[src/rtl/alu_pkg.sv]
// Shared ALU encodings and writeback sequencer defaults.
package alu_pkg;

  localparam int ALU_DATA_W = 24;
  localparam int ALU_REG_AW = 4;

  localparam logic [2:0] ALU_AND     = 3'b000;
  localparam logic [2:0] ALU_OR      = 3'b001;
  localparam logic [2:0] ALU_ADD     = 3'b010;
  localparam logic [2:0] ALU_SLT     = 3'b011;
  localparam logic [2:0] ALU_MUL     = 3'b100;
  localparam logic [2:0] ALU_XOR     = 3'b101;
  localparam logic [2:0] ALU_SLL     = 3'b110;
  localparam logic [2:0] ALU_ILLEGAL = 3'b111;

  localparam logic [1:0] WB_IDLE   = 2'd0;
  localparam logic [1:0] WB_WRITE  = 2'd1;
  localparam logic [1:0] WB_MUL_HI = 2'd2;

endpackage

[src/rtl/alu_result_writeback.sv]
// Sequences ALU results onto the register-file write port; MUL writes rd then rd+1.
// Latency: first write one cycle after accept, MUL high half one cycle later.
// Backpressure: in_ready drops only during the MUL low-half write cycle.
module alu_result_writeback
  import alu_pkg::*;
#(
  parameter int DATA_W = ALU_DATA_W,
  parameter int REG_AW = ALU_REG_AW
) (
  input  logic                clk,
  input  logic                reset,
  input  logic                in_valid,
  output logic                in_ready,
  input  logic [2:0]          sel,
  input  logic [DATA_W-1:0]   res_data,
  input  logic [2*DATA_W-1:0] mul_data,
  input  logic [REG_AW-1:0]   rd_addr,
  output logic                wr_en,
  output logic [REG_AW-1:0]   wr_addr,
  output logic [DATA_W-1:0]   wr_data,
  output logic                op_done,
  output logic                illegal_op
);

  localparam logic [REG_AW-1:0] REG_ONE = REG_AW'(1);

  logic [1:0]        state;
  logic [2:0]        cap_sel;
  logic [REG_AW-1:0] cap_rd;
  logic [DATA_W-1:0] cap_hi;
  logic [REG_AW-1:0] rd_hi;
  logic              accept;
  logic              in_mul_lo;
  logic              is_mul;
  logic              is_ill;

  assign in_mul_lo = (state == WB_WRITE) && (cap_sel == ALU_MUL);
  assign in_ready  = !in_mul_lo;
  assign accept    = in_valid && in_ready;
  assign is_mul    = (sel == ALU_MUL);
  assign is_ill    = (sel == ALU_ILLEGAL);
  assign rd_hi     = cap_rd + REG_ONE;

  always_ff @(posedge clk) begin
    if (reset) begin
      state      <= WB_IDLE;
      cap_sel    <= ALU_AND;
      cap_rd     <= '0;
      cap_hi     <= '0;
      wr_en      <= 1'b0;
      wr_addr    <= '0;
      wr_data    <= '0;
      op_done    <= 1'b0;
      illegal_op <= 1'b0;
    end else begin
      wr_en      <= 1'b0;
      op_done    <= 1'b0;
      illegal_op <= 1'b0;
      if (in_mul_lo) begin
        // High half comes from the captured copy, so input changes cannot disturb it.
        state   <= WB_MUL_HI;
        wr_addr <= rd_hi;
        wr_data <= cap_hi;
        wr_en   <= (rd_hi != '0);
        op_done <= 1'b1;
      end else if (accept) begin
        state      <= WB_WRITE;
        cap_sel    <= sel;
        cap_rd     <= rd_addr;
        cap_hi     <= mul_data[2*DATA_W-1:DATA_W];
        wr_addr    <= rd_addr;
        wr_data    <= is_mul ? mul_data[DATA_W-1:0] : res_data;
        wr_en      <= (rd_addr != '0) && !is_ill;
        op_done    <= !is_mul;
        illegal_op <= is_ill;
      end else begin
        state <= WB_IDLE;
      end
    end
  end

endmodule
[config.mk]
export PLATFORM = sky130hd
export DESIGN_NAME = alu_result_writeback
export DESIGN_NICKNAME = d
export VERILOG_FILES = /design/src/rtl/alu_pkg.sv /design/src/rtl/alu_result_writeback.sv
export SDC_FILE = /design/constraint.sdc
export NUM_CORES = 1
export LEC_CHECK = 0
export CAP_MARGIN = 20
export CORE_MARGIN = 2
export CORE_UTILIZATION = 28
export CTS_BUF_LIST = sky130_fd_sc_hd__clkbuf_4 sky130_fd_sc_hd__clkbuf_8
export DETAILED_ROUTE_END_ITERATION = 7
export PLACE_DENSITY_LB_ADDON = 0.25
export SLEW_MARGIN = 20
export SYNTH_ARGS = -nofsm -noshare
export SYNTH_HDL_FRONTEND = slang
export SYNTH_SLANG_ARGS = --single-unit
[constraint.sdc]
create_clock -name clk -period 3.45 [get_ports clk]
set_input_delay 0.345 -clock clk [delete_from_list [all_inputs] [get_ports clk]]
set_output_delay 0.345 -clock clk [all_outputs]
set_load 0.05 [all_outputs]
==> qor.csv, run 1 <==
metric,value,unit
drt-pass1-iter-count,4,
initial_core_util,0.287,
wl_per_cell,14.2,um
post_dp_cell_area,3990,sq um
root_buffer,clkbuf_8,
total_power,1.89,mW
synth_area_per_cell,8.93,sq um
hold_buffers,0,
grt_usage,0.149,
drc,0,
diodes,0,
max_freq,404,MHz
row_count,36,
crit_chain,nor4_4 -> inv_2 -> clkdlybuf4s50_1,
p_int,1.35,mW
grt_pass1_wl,13000,um
clock_path_buffers,2,
grt_pass1_vias,2603,
final_cell_area,4200,sq um
period_needed,2.47,ns
worst_pin_slew,0.947,ns
dp.final_hpwl,5220,um
p_leak,1.60,nW
dieArea,10700,sq um
ir_worst_vdd,0.184,mV
cts_setup_buffers,0,
switchingPower,0.537,mW
switching_share,0.285,
drt_iter0_drc,85,
finalSetupViolCount,0,
grt_max_degree,57,
critPathTopFamily,buffers and inverters,
worstSetupPathType,flip-flop to primary output,
holdCritPathClass,flip-flop to flip-flop,
ant_nets,0,
cp_data_arrival_time,2.13,ns
met2_length,3620,um
vias_per_cell,4.74,
io_buffers,113,
post-route-period-util,0.717,
clock_latency,0.33,ns
fin_skew,0.00709,ns
ys_seq_area_frac,0.461,
crit_buf_inv,2,
whs_path_depth,2,
vias,2615,
place_ws,1.19,ns
syn_nets,395,
yosys_warnings,0,
rr_worst_depth,5,
drive_above_1_share,0.0716,
power_density,449,nW/um^2
hold_viol,0,
netlist_area,2780,sq um
whs,0.455,ns
nets,498,
maxCapViolations,0,
comb_power_share,0.215,
relSlewSlack,0.367,
clock_sinks,64,
final_cell_count_no_fill,552,
htree_levels,3,
synth_top_area_share,0.461,
critPathLaunchType,flip-flop,
cts_resized,0,
grt_overflow,0,
dr_wl_met3,426,um
status,"finished, final reports clean",
slew_violations,0,
finalCoreUtilization,0.434,
endpoint_kind,primary output,
cts_inserted_buffers,9,
clock_power_share,0.352,
dr.max_layer_used,met4,
syn_inst,311,
cp.depth,3,
gp_congestion,0.696,
synth.area.top_cells,"dfxtp_1, mux2i_1, a21oi_1",
synth-seq-cells,64,
mostFrequentLayoutCell,clkdlybuf4s50_1,
antenna_found_initial,0,
pwr-share-seq,0.433,
ioPinCount,114,
wirelength,7820,um
wl_met1,3690,um
dp.cells,536,
setup_tns,0,ns
critPathMaxStageDelay,0.72,ns
clk_pin_slew,0.07,ns
final_cell_mix,"clkdlybuf4s50_1, dfxtp_1, a21oi_1",
grt_setup_unrepaired,no,
yosysTopAreaCell,dfxtp_1,
syn_to_final_growth,51.4,%
ys_types,28,
coreArea,9680,sq um
cts_tree,built,
worst-path-max-fanout,7,
worst_slack,0.976,ns
die_h,104,um
worst-endpoint-required,3.11,ns
crit_path_top_delay_cell,clkdlybuf4s50_1,
dieWidth,104,um
power by group through the flow:
stage	Clock, mW	Combinational [mW]	Sequential (mW)
3_3_place_gp	0	0.404	0.833
4_1_cts	0.682	0.410	0.817
6_report	0.665	0.405	0.817
2_1_floorplan	0	0.135	0.925
5_1_grt	0.710	0.436	0.823
3_5_place_dp	0	0.408	0.834
path summary, 6_finish.rpt:
kind / from / end / slack [ns]
hold reg to reg: cap_hi[0]$_SDFFE_PP0P_ / cap_hi[0]$_SDFFE_PP0P_ / 0.45
setup / recovery: cap_sel[0]$_SDFFE_PP0P_ / in_ready / 0.98
setup reg to reg: cap_sel[0]$_SDFFE_PP0P_ / wr_data[5]$_SDFFE_PP0P_ / 1.23
hold / removal: cap_hi[0]$_SDFFE_PP0P_ / cap_hi[0]$_SDFFE_PP0P_ / 0.45
cell type report:
cell class | instances | area [sq um]
Multi-Input combinational cell | 220 | 1390
Tap cell | 133 | 166
Inverter | 1 | 3.75
Clock inverter | 5 | 55.1
Timing Repair Buffer | 118 | 1160
Clock buffer | 11 | 151
Sequential cell | 64 | 1280
Fill cell | 959 | 5480
cells in the mapped netlist (all sizes together):
library cell	count
buf	14
nor2	36
xnor2	1
a21oi	51
xor2	2
nor3	2
nand2	26
ha	2
nor4	1
a31o	1
nand2b	3
nand3	28
o41ai	1
dfxtp	64
a22o	24
nor2b	1
a31oi	1
inv	1
clkbuf	12
mux2i	31
or4	1
a311oi	1
nor3b	1
a211oi	6
flip-flops by register name (all words and copies together), names as in the netlist:
signal and count:
wr_en 1, illegal_op 1, wr_addr 4, wr_data 24
cap_rd 4, cap_hi 24, op_done 1, state 2
cap_sel 3
tightest hold or removal path: stages (launching register included):
cell,delay [ns]
dfxtp_1,0.31
nand2_1,0.05
a21oi_1,0.05
logic make-up after synthesis:
logic type | count (synthesis) | synth area share
and+or+nand+nor | 99 | 0.163
AOI/OAI and AO/OA | 85 | 0.198
DFF | 64 | 0.461
muxes | 31 | 0.112
buffers and inverters | 27 | 0.0473
xor gates and xnor gates | 3 | 0.00947
adders and majority gates | 2 | 0.00901
routing by layer:
metal | global-route usage | vias up
met2 | 0.246 | 76
met5 | 0 | -
li1 | - | 1313
met1 | 0.186 | 1216
met4 | 0.0405 | 0
met3 | 0.0503 | 10
Power figures use the tool's default switching activity.
==> run 2: changes to the inputs <==
==> constraint.sdc (replaced) <==
create_clock -name clk -period 2.2 [get_ports clk]
set_input_delay 0.22 -clock clk [delete_from_list [all_inputs] [get_ports clk]]
set_output_delay 0.22 -clock clk [all_outputs]
set_load 0.05 [all_outputs]
==> run 2 against run 1 <==
Against the previous run:
- combinational power grew 60%
- critical endpoint unchanged
- core utilization grew 0.70 points
- critical path type unchanged
- via count is 1.3% lower
==> qor.csv, run 2 (synthesis gave the netlist of run 1 again) <==
metric,value,unit,change
status,"finished, final reports clean",,
hold_buffers,0,,unchanged
row_count,36,,unchanged
clock_latency,0.33,ns,about the same
drt_iter0_drc,84,,-1.2%
grt_pass1_wl,12800,um,-1.2%
critPathTopFamily,buffers and inverters,,
finalSetupViolCount,0,,unchanged
maxCapViolations,0,,unchanged
grt_max_degree,66,,+16%
worst-endpoint-required,1.98,ns,-1.13 ns
cts_resized,0,,unchanged
setup_tns,0,ns,unchanged
slew_violations,0,,unchanged
mostFrequentLayoutCell,clkdlybuf4s50_1,,
dieArea,10700,sq um,unchanged
wl_per_cell,13.9,um,-2.0%
nets,503,,+1.0%
largestRegisters,"cap_hi (24), wr_data (24)",,
cts_inserted_buffers,9,,unchanged
cp_data_arrival_time,1.78,ns,-0.35 ns
critPathMaxStageDelay,0.53,ns,-0.19 ns
htree_levels,3,,unchanged
clk_pin_slew,0.07,ns,about the same
grt_usage,0.146,,-0.00283
rr_startpoint,cap_sel[0]$_SDFFE_PP0P_,,
post-route-period-util,0.908,,
ir_worst_vdd,0.295,mV,+60%
ant_nets,0,,unchanged
antenna_found_initial,0,,unchanged
worstSetupPathType,flip-flop to primary output,,
ioPinCount,114,,unchanged
grt_overflow,0,,unchanged
p_leak,1.63,nW,+2.3%
dieWidth,104,um,unchanged
final_cell_count_no_fill,557,,+0.91%
clock_sinks,64,,unchanged
die_h,104,um,unchanged
crit_buf_inv,2,,unchanged
crit_chain,nor4_4 -> inv_2 -> buf_4,,
hold_viol,0,,unchanged
fin_skew,0.00562,ns,-0.00147 ns
gp_congestion,0.701,,+0.79%
syn_to_final_growth,53.9,%,
relSlewSlack,0.651,,+0.285
root_buffer,clkbuf_8,,
final_cell_mix,"clkdlybuf4s50_1, dfxtp_1, a21oi_1",,
min_to,cap_sel[2]$_SDFFE_PP0P_,,
r2r_slack,0.33,ns,-0.90 ns
rr_worst_depth,5,,unchanged
drt-pass1-iter-count,4,,unchanged
vias_per_cell,4.63,,-2.2%
drive_above_1_share,0.0849,,+0.0133
finalCoreUtilization,0.441,,+0.00698
cts_tree,built,,
worst_pin_slew,0.521,ns,-0.426 ns
diodes,0,,unchanged
io_buffers,113,,unchanged
max_freq,500,MHz,
critPathLaunchType,flip-flop,,
holdCritPathClass,primary input to flip-flop,,
cts_setup_buffers,0,,unchanged
crit_path_top_delay_cell,nor4_4,,
clock_path_buffers,2,,unchanged
grt_pass1_vias,2558,,-1.7%
wirelength,7740,um,-1.1%
power_density,692,nW/um^2,+54%
dp.final_hpwl,5400,um,+3.4%
reg2reg_to,wr_data[20]$_SDFFE_PP0P_,,
whs_path_depth,2,,unchanged
hp-start,in_valid,,
dp.cells,541,,+0.93%
period_needed,2.00,ns,
grt_setup_unrepaired,no,,
endpoint_kind,primary output,,
initial_core_util,0.287,,unchanged
vias,2580,,-1.3%
coreArea,9680,sq um,unchanged
drc,0,,unchanged
worst-path-max-fanout,16,,+9
[run 2: cell types whose count changed in the layout (fill, tap and decap cells not counted), sizes merged]
cell / change
buf: +6
clkdlybuf4s50: -1
[run 2: worst max path at each step]
stage,start,endpoint,slack [ns],cells after the start
floorplan,cap_sel[0]$_SDFFE_PP0P_,cap_hi[16]$_SDFFE_PP0P_,0.75,5
global placement,sel[2],wr_data[22]$_SDFFE_PP0P_,0.32,6
detailed placement,sel[2],wr_data[17]$_SDFFE_PP0P_,0.29,6
CTS,cap_sel[0]$_SDFFE_PP0P_,in_ready,0.17,3
global route,cap_sel[0]$_SDFFE_PP0P_,in_ready,0.09,3
finish,cap_sel[0]$_SDFFE_PP0P_,in_ready,0.20,3
[run 2: stage by stage]
stage,power [mW],hold WS (ns),setup slack (ns),cell area (sq um)
floorplan,1.66,0.364,0.752,2780
global placement,1.95,0.445,0.324,4070
detailed placement,1.96,0.447,0.292,4070
CTS,3.00,0.233,0.170,4270
global route,3.10,0.244,0.0932,4270
finish,2.96,0.251,0.202,4270
[run 2: power by group]
group          total (mW)  internal, mW  switching [mW]
registers            1.28          1.24          0.0443
logic               0.647         0.311           0.336
clock network        1.03         0.581           0.448
total                2.96          2.13           0.828
[run 2: final cells by class]
class	count	area, sq um
fill	983	5410
multi-input combinational	220	1380
sequential	64	1280
timing repair buffer	123	1230
tap	133	166
clock buffer	11	151
clock inverter	5	55.1
inverter	1	3.75
[run 2: worst reg2reg max path, stage by stage (launching register included)]
cell and delay [ns]:
dfxtp_1 0.37, nor4_4 0.53, inv_2 0.27, nor2_4 0.13, buf_4 0.30, a22o_1 0.20
[run 2: metal layers]
| metal | routed length [um] | global-route usage | vias to the layer above |
|---|---|---|---|
| met5 | 0 | 0 | - |
| met4 | 78 | 0.0521 | 0 |
| met3 | 409 | 0.0390 | 10 |
| met2 | 3580 | 0.240 | 72 |
| met1 | 3670 | 0.185 | 1177 |
| li1 | - | - | 1321 |
==> run 3: changes to the inputs <==
--- a/config.mk
+++ b/config.mk
@@ -7,10 +7,11 @@
 export LEC_CHECK = 0
 export CAP_MARGIN = 20
 export CORE_MARGIN = 2
-export CORE_UTILIZATION = 28
+export CORE_UTILIZATION = 40
 export CTS_BUF_LIST = sky130_fd_sc_hd__clkbuf_4 sky130_fd_sc_hd__clkbuf_8
 export DETAILED_ROUTE_END_ITERATION = 7
 export PLACE_DENSITY_LB_ADDON = 0.25
+export RECOVER_POWER = 25
 export SLEW_MARGIN = 20
 export SYNTH_ARGS = -nofsm -noshare
 export SYNTH_HDL_FRONTEND = slang
==> run 3 against run 2 <==
Against the previous run:
- global-route usage is 4.5 points higher
- sequential cell count did not move
- fmax up 12%
- largest cell class unchanged
- largest power group unchanged
- die area fell by 29%
==> qor.csv, run 3 (synthesis gave the netlist of run 1 again) <==
metric,value,unit,change
grt_overflow,0,,unchanged
critPathLaunchType,flip-flop,,
endpoint_kind,primary output,,
crit_chain,nor4_4 -> inv_1 -> buf_4,,
setup_tns,0,ns,unchanged
holdCritPathClass,primary input to flip-flop,,
critPathMaxStageDelay,0.34,ns,-0.19 ns
dieWidth,87.3,um,-16%
r2r_slack,0.52,ns,+0.19 ns
hold_buffers,0,,unchanged
row_count,30,,-17%
die_h,87.3,um,-16%
dieArea,7620,sq um,-29%
switching_share,0.275,,-0.00565
vias_per_cell,5.21,,+13%
cts_resized,0,,unchanged
grt_pass1_wl,11400,um,-11%
drt-pass1-iter-count,4,,unchanged
fin_skew,0.00919,ns,+0.00358 ns
mostFrequentLayoutCell,clkdlybuf4s50_1,,
htree_levels,3,,unchanged
p_int,2.15,mW,+0.99%
wl_per_cell,14.5,um,+4.4%
gp_congestion,0.761,,+8.4%
worstSetupPathType,flip-flop to primary output,,
multi_input_comb_area,1360,sq um,-1.4%
worst-endpoint-required,1.98,ns,about the same
initial_core_util,0.411,,+0.124
ant_nets,0,,unchanged
clock_power_share,0.352,,+0.004
crit_buf_inv,2,,unchanged
drive_above_1_share,0.0820,,-0.00294
largestRegisters,"cap_hi (24), wr_data (24)",,
drt_iter0_drc,109,,+30%
wirelength,7350,um,-5.0%
diodes,0,,unchanged
vias,2642,,+2.4%
fillers,602,,-39%
cts_inserted_buffers,9,,unchanged
root_buffer,clkbuf_8,,
max_freq,558,MHz,+12%
final_cell_area,4180,sq um,-2.2%
post_dp_cell_area,4000,sq um,-1.7%
relSlewSlack,0.613,,-0.0387
power_density,709,nW/um^2,+2.5%
maxCapViolations,0,,unchanged
clock_latency,0.34,ns,about the same
switchingPower,0.813,mW,-1.8%
cts_setup_buffers,0,,unchanged
dp.final_hpwl,5110,um,-5.5%
slew_violations,0,,unchanged
place_ws,0.296,ns,+0.00400 ns
post-route-period-util,0.814,,-0.0942
ioPinCount,114,,unchanged
worst-path-max-fanout,16,,unchanged
final_cell_mix,"clkdlybuf4s50_1, dfxtp_1, a21oi_1",,
grt_pass1_vias,2450,,-4.2%
grt_max_degree,33,,-50%
clock_path_buffers,2,,unchanged
finalSetupViolCount,0,,unchanged
p_leak,1.63,nW,+0.12%
period_needed,1.79,ns,-0.207 ns
antenna_found_initial,0,,unchanged
status,"finished, final reports clean",,
coreArea,6760,sq um,-30%
cp_data_arrival_time,1.57,ns,-0.21 ns
critPathTopFamily,buffers and inverters,,
syn_to_final_growth,50.4,%,
cts_tree,built,,
ir_worst_vdd,0.486,mV,+65%
regArea,1280,sq um,unchanged
hold_viol,0,,unchanged
worst_slack,0.409,ns,+0.207 ns
drc,0,,unchanged
pwr-share-seq,0.432,,about the same
crit_path_top_delay_cell,dfxtp_1,,
worst_pin_slew,0.581,ns,+0.0597 ns
clk_pin_slew,0.07,ns,about the same
comb_power_share,0.216,,-0.003
nets,506,,+0.60%
grt_usage,0.191,,+0.0447
grt_setup_unrepaired,no,,
clock_sinks,64,,unchanged
io_buffers,113,,unchanged
-- run 3: worst register-to-register path: cells and delay by family, from the launching register on --
kind | cells | cell delay, ns
AO/OA/AOI/OAI | 2 | 0.63
flip-flops | 1 | 0.35
buffers and inverters | 1 | 0.51
AND/OR/NAND/NOR | 1 | 0.13
-- run 3: path summary, 6_finish.rpt --
| check | startpoint | to | depth (start not counted) |
|---|---|---|---|
| max | cap_sel[0]$_SDFFE_PP0P_ | in_ready | 3 |
| min | in_valid | cap_sel[2]$_SDFFE_PP0P_ | 2 |
| max reg2reg | cap_sel[1]$_SDFFE_PP0P_ | cap_hi[11]$_SDFFE_PP0P_ | 4 |
| min reg2reg | cap_hi[7]$_SDFFE_PP0P_ | cap_hi[7]$_SDFFE_PP0P_ | 2 |
-- run 3: layout make-up --
class	instances	area share
well taps	80	0.0240
multi-input cells	220	0.327
clock buffers	13	0.0398
clock inverters	3	0.00959
flip-flops and latches	64	0.307
repair buffers	126	0.292
inverters	1	0.000899
-- run 3: per-layer routing --
layer | GRT usage | routed length [um] | vias up
met5 | 0 | 0 | -
met4 | 0.0713 | 110 | 0
met3 | 0.0464 | 508 | 8
met2 | 0.307 | 3430 | 93
met1 | 0.247 | 3300 | 1213
li1 | - | - | 1328
-- run 3: per-stage QoR --
| step | instances | hold slack, ns | utilization | total power [mW] |
|---|---|---|---|---|
| finish | 507 | 0.169 | 0.618 | 2.96 |
| global route | 507 | 0.174 | 0.618 | 3.09 |
| CTS | 507 | 0.179 | 0.622 | 3.00 |
| detailed placement | 491 | 0.449 | 0.591 | 1.95 |
| global placement | 491 | 0.443 | 0.591 | 1.94 |
| floorplan | 311 | 0.364 | - | 1.66 |
-- run 3: power groups by stage --
stage	combinational, mW	clock, mW	sequential, mW
after global routing	0.687	1.12	1.29
after global placement	0.637	0	1.31
final	0.640	1.04	1.28
after detailed placement	0.647	0	1.31
after CTS	0.649	1.07	1.28
after floorplan	0.212	0	1.45
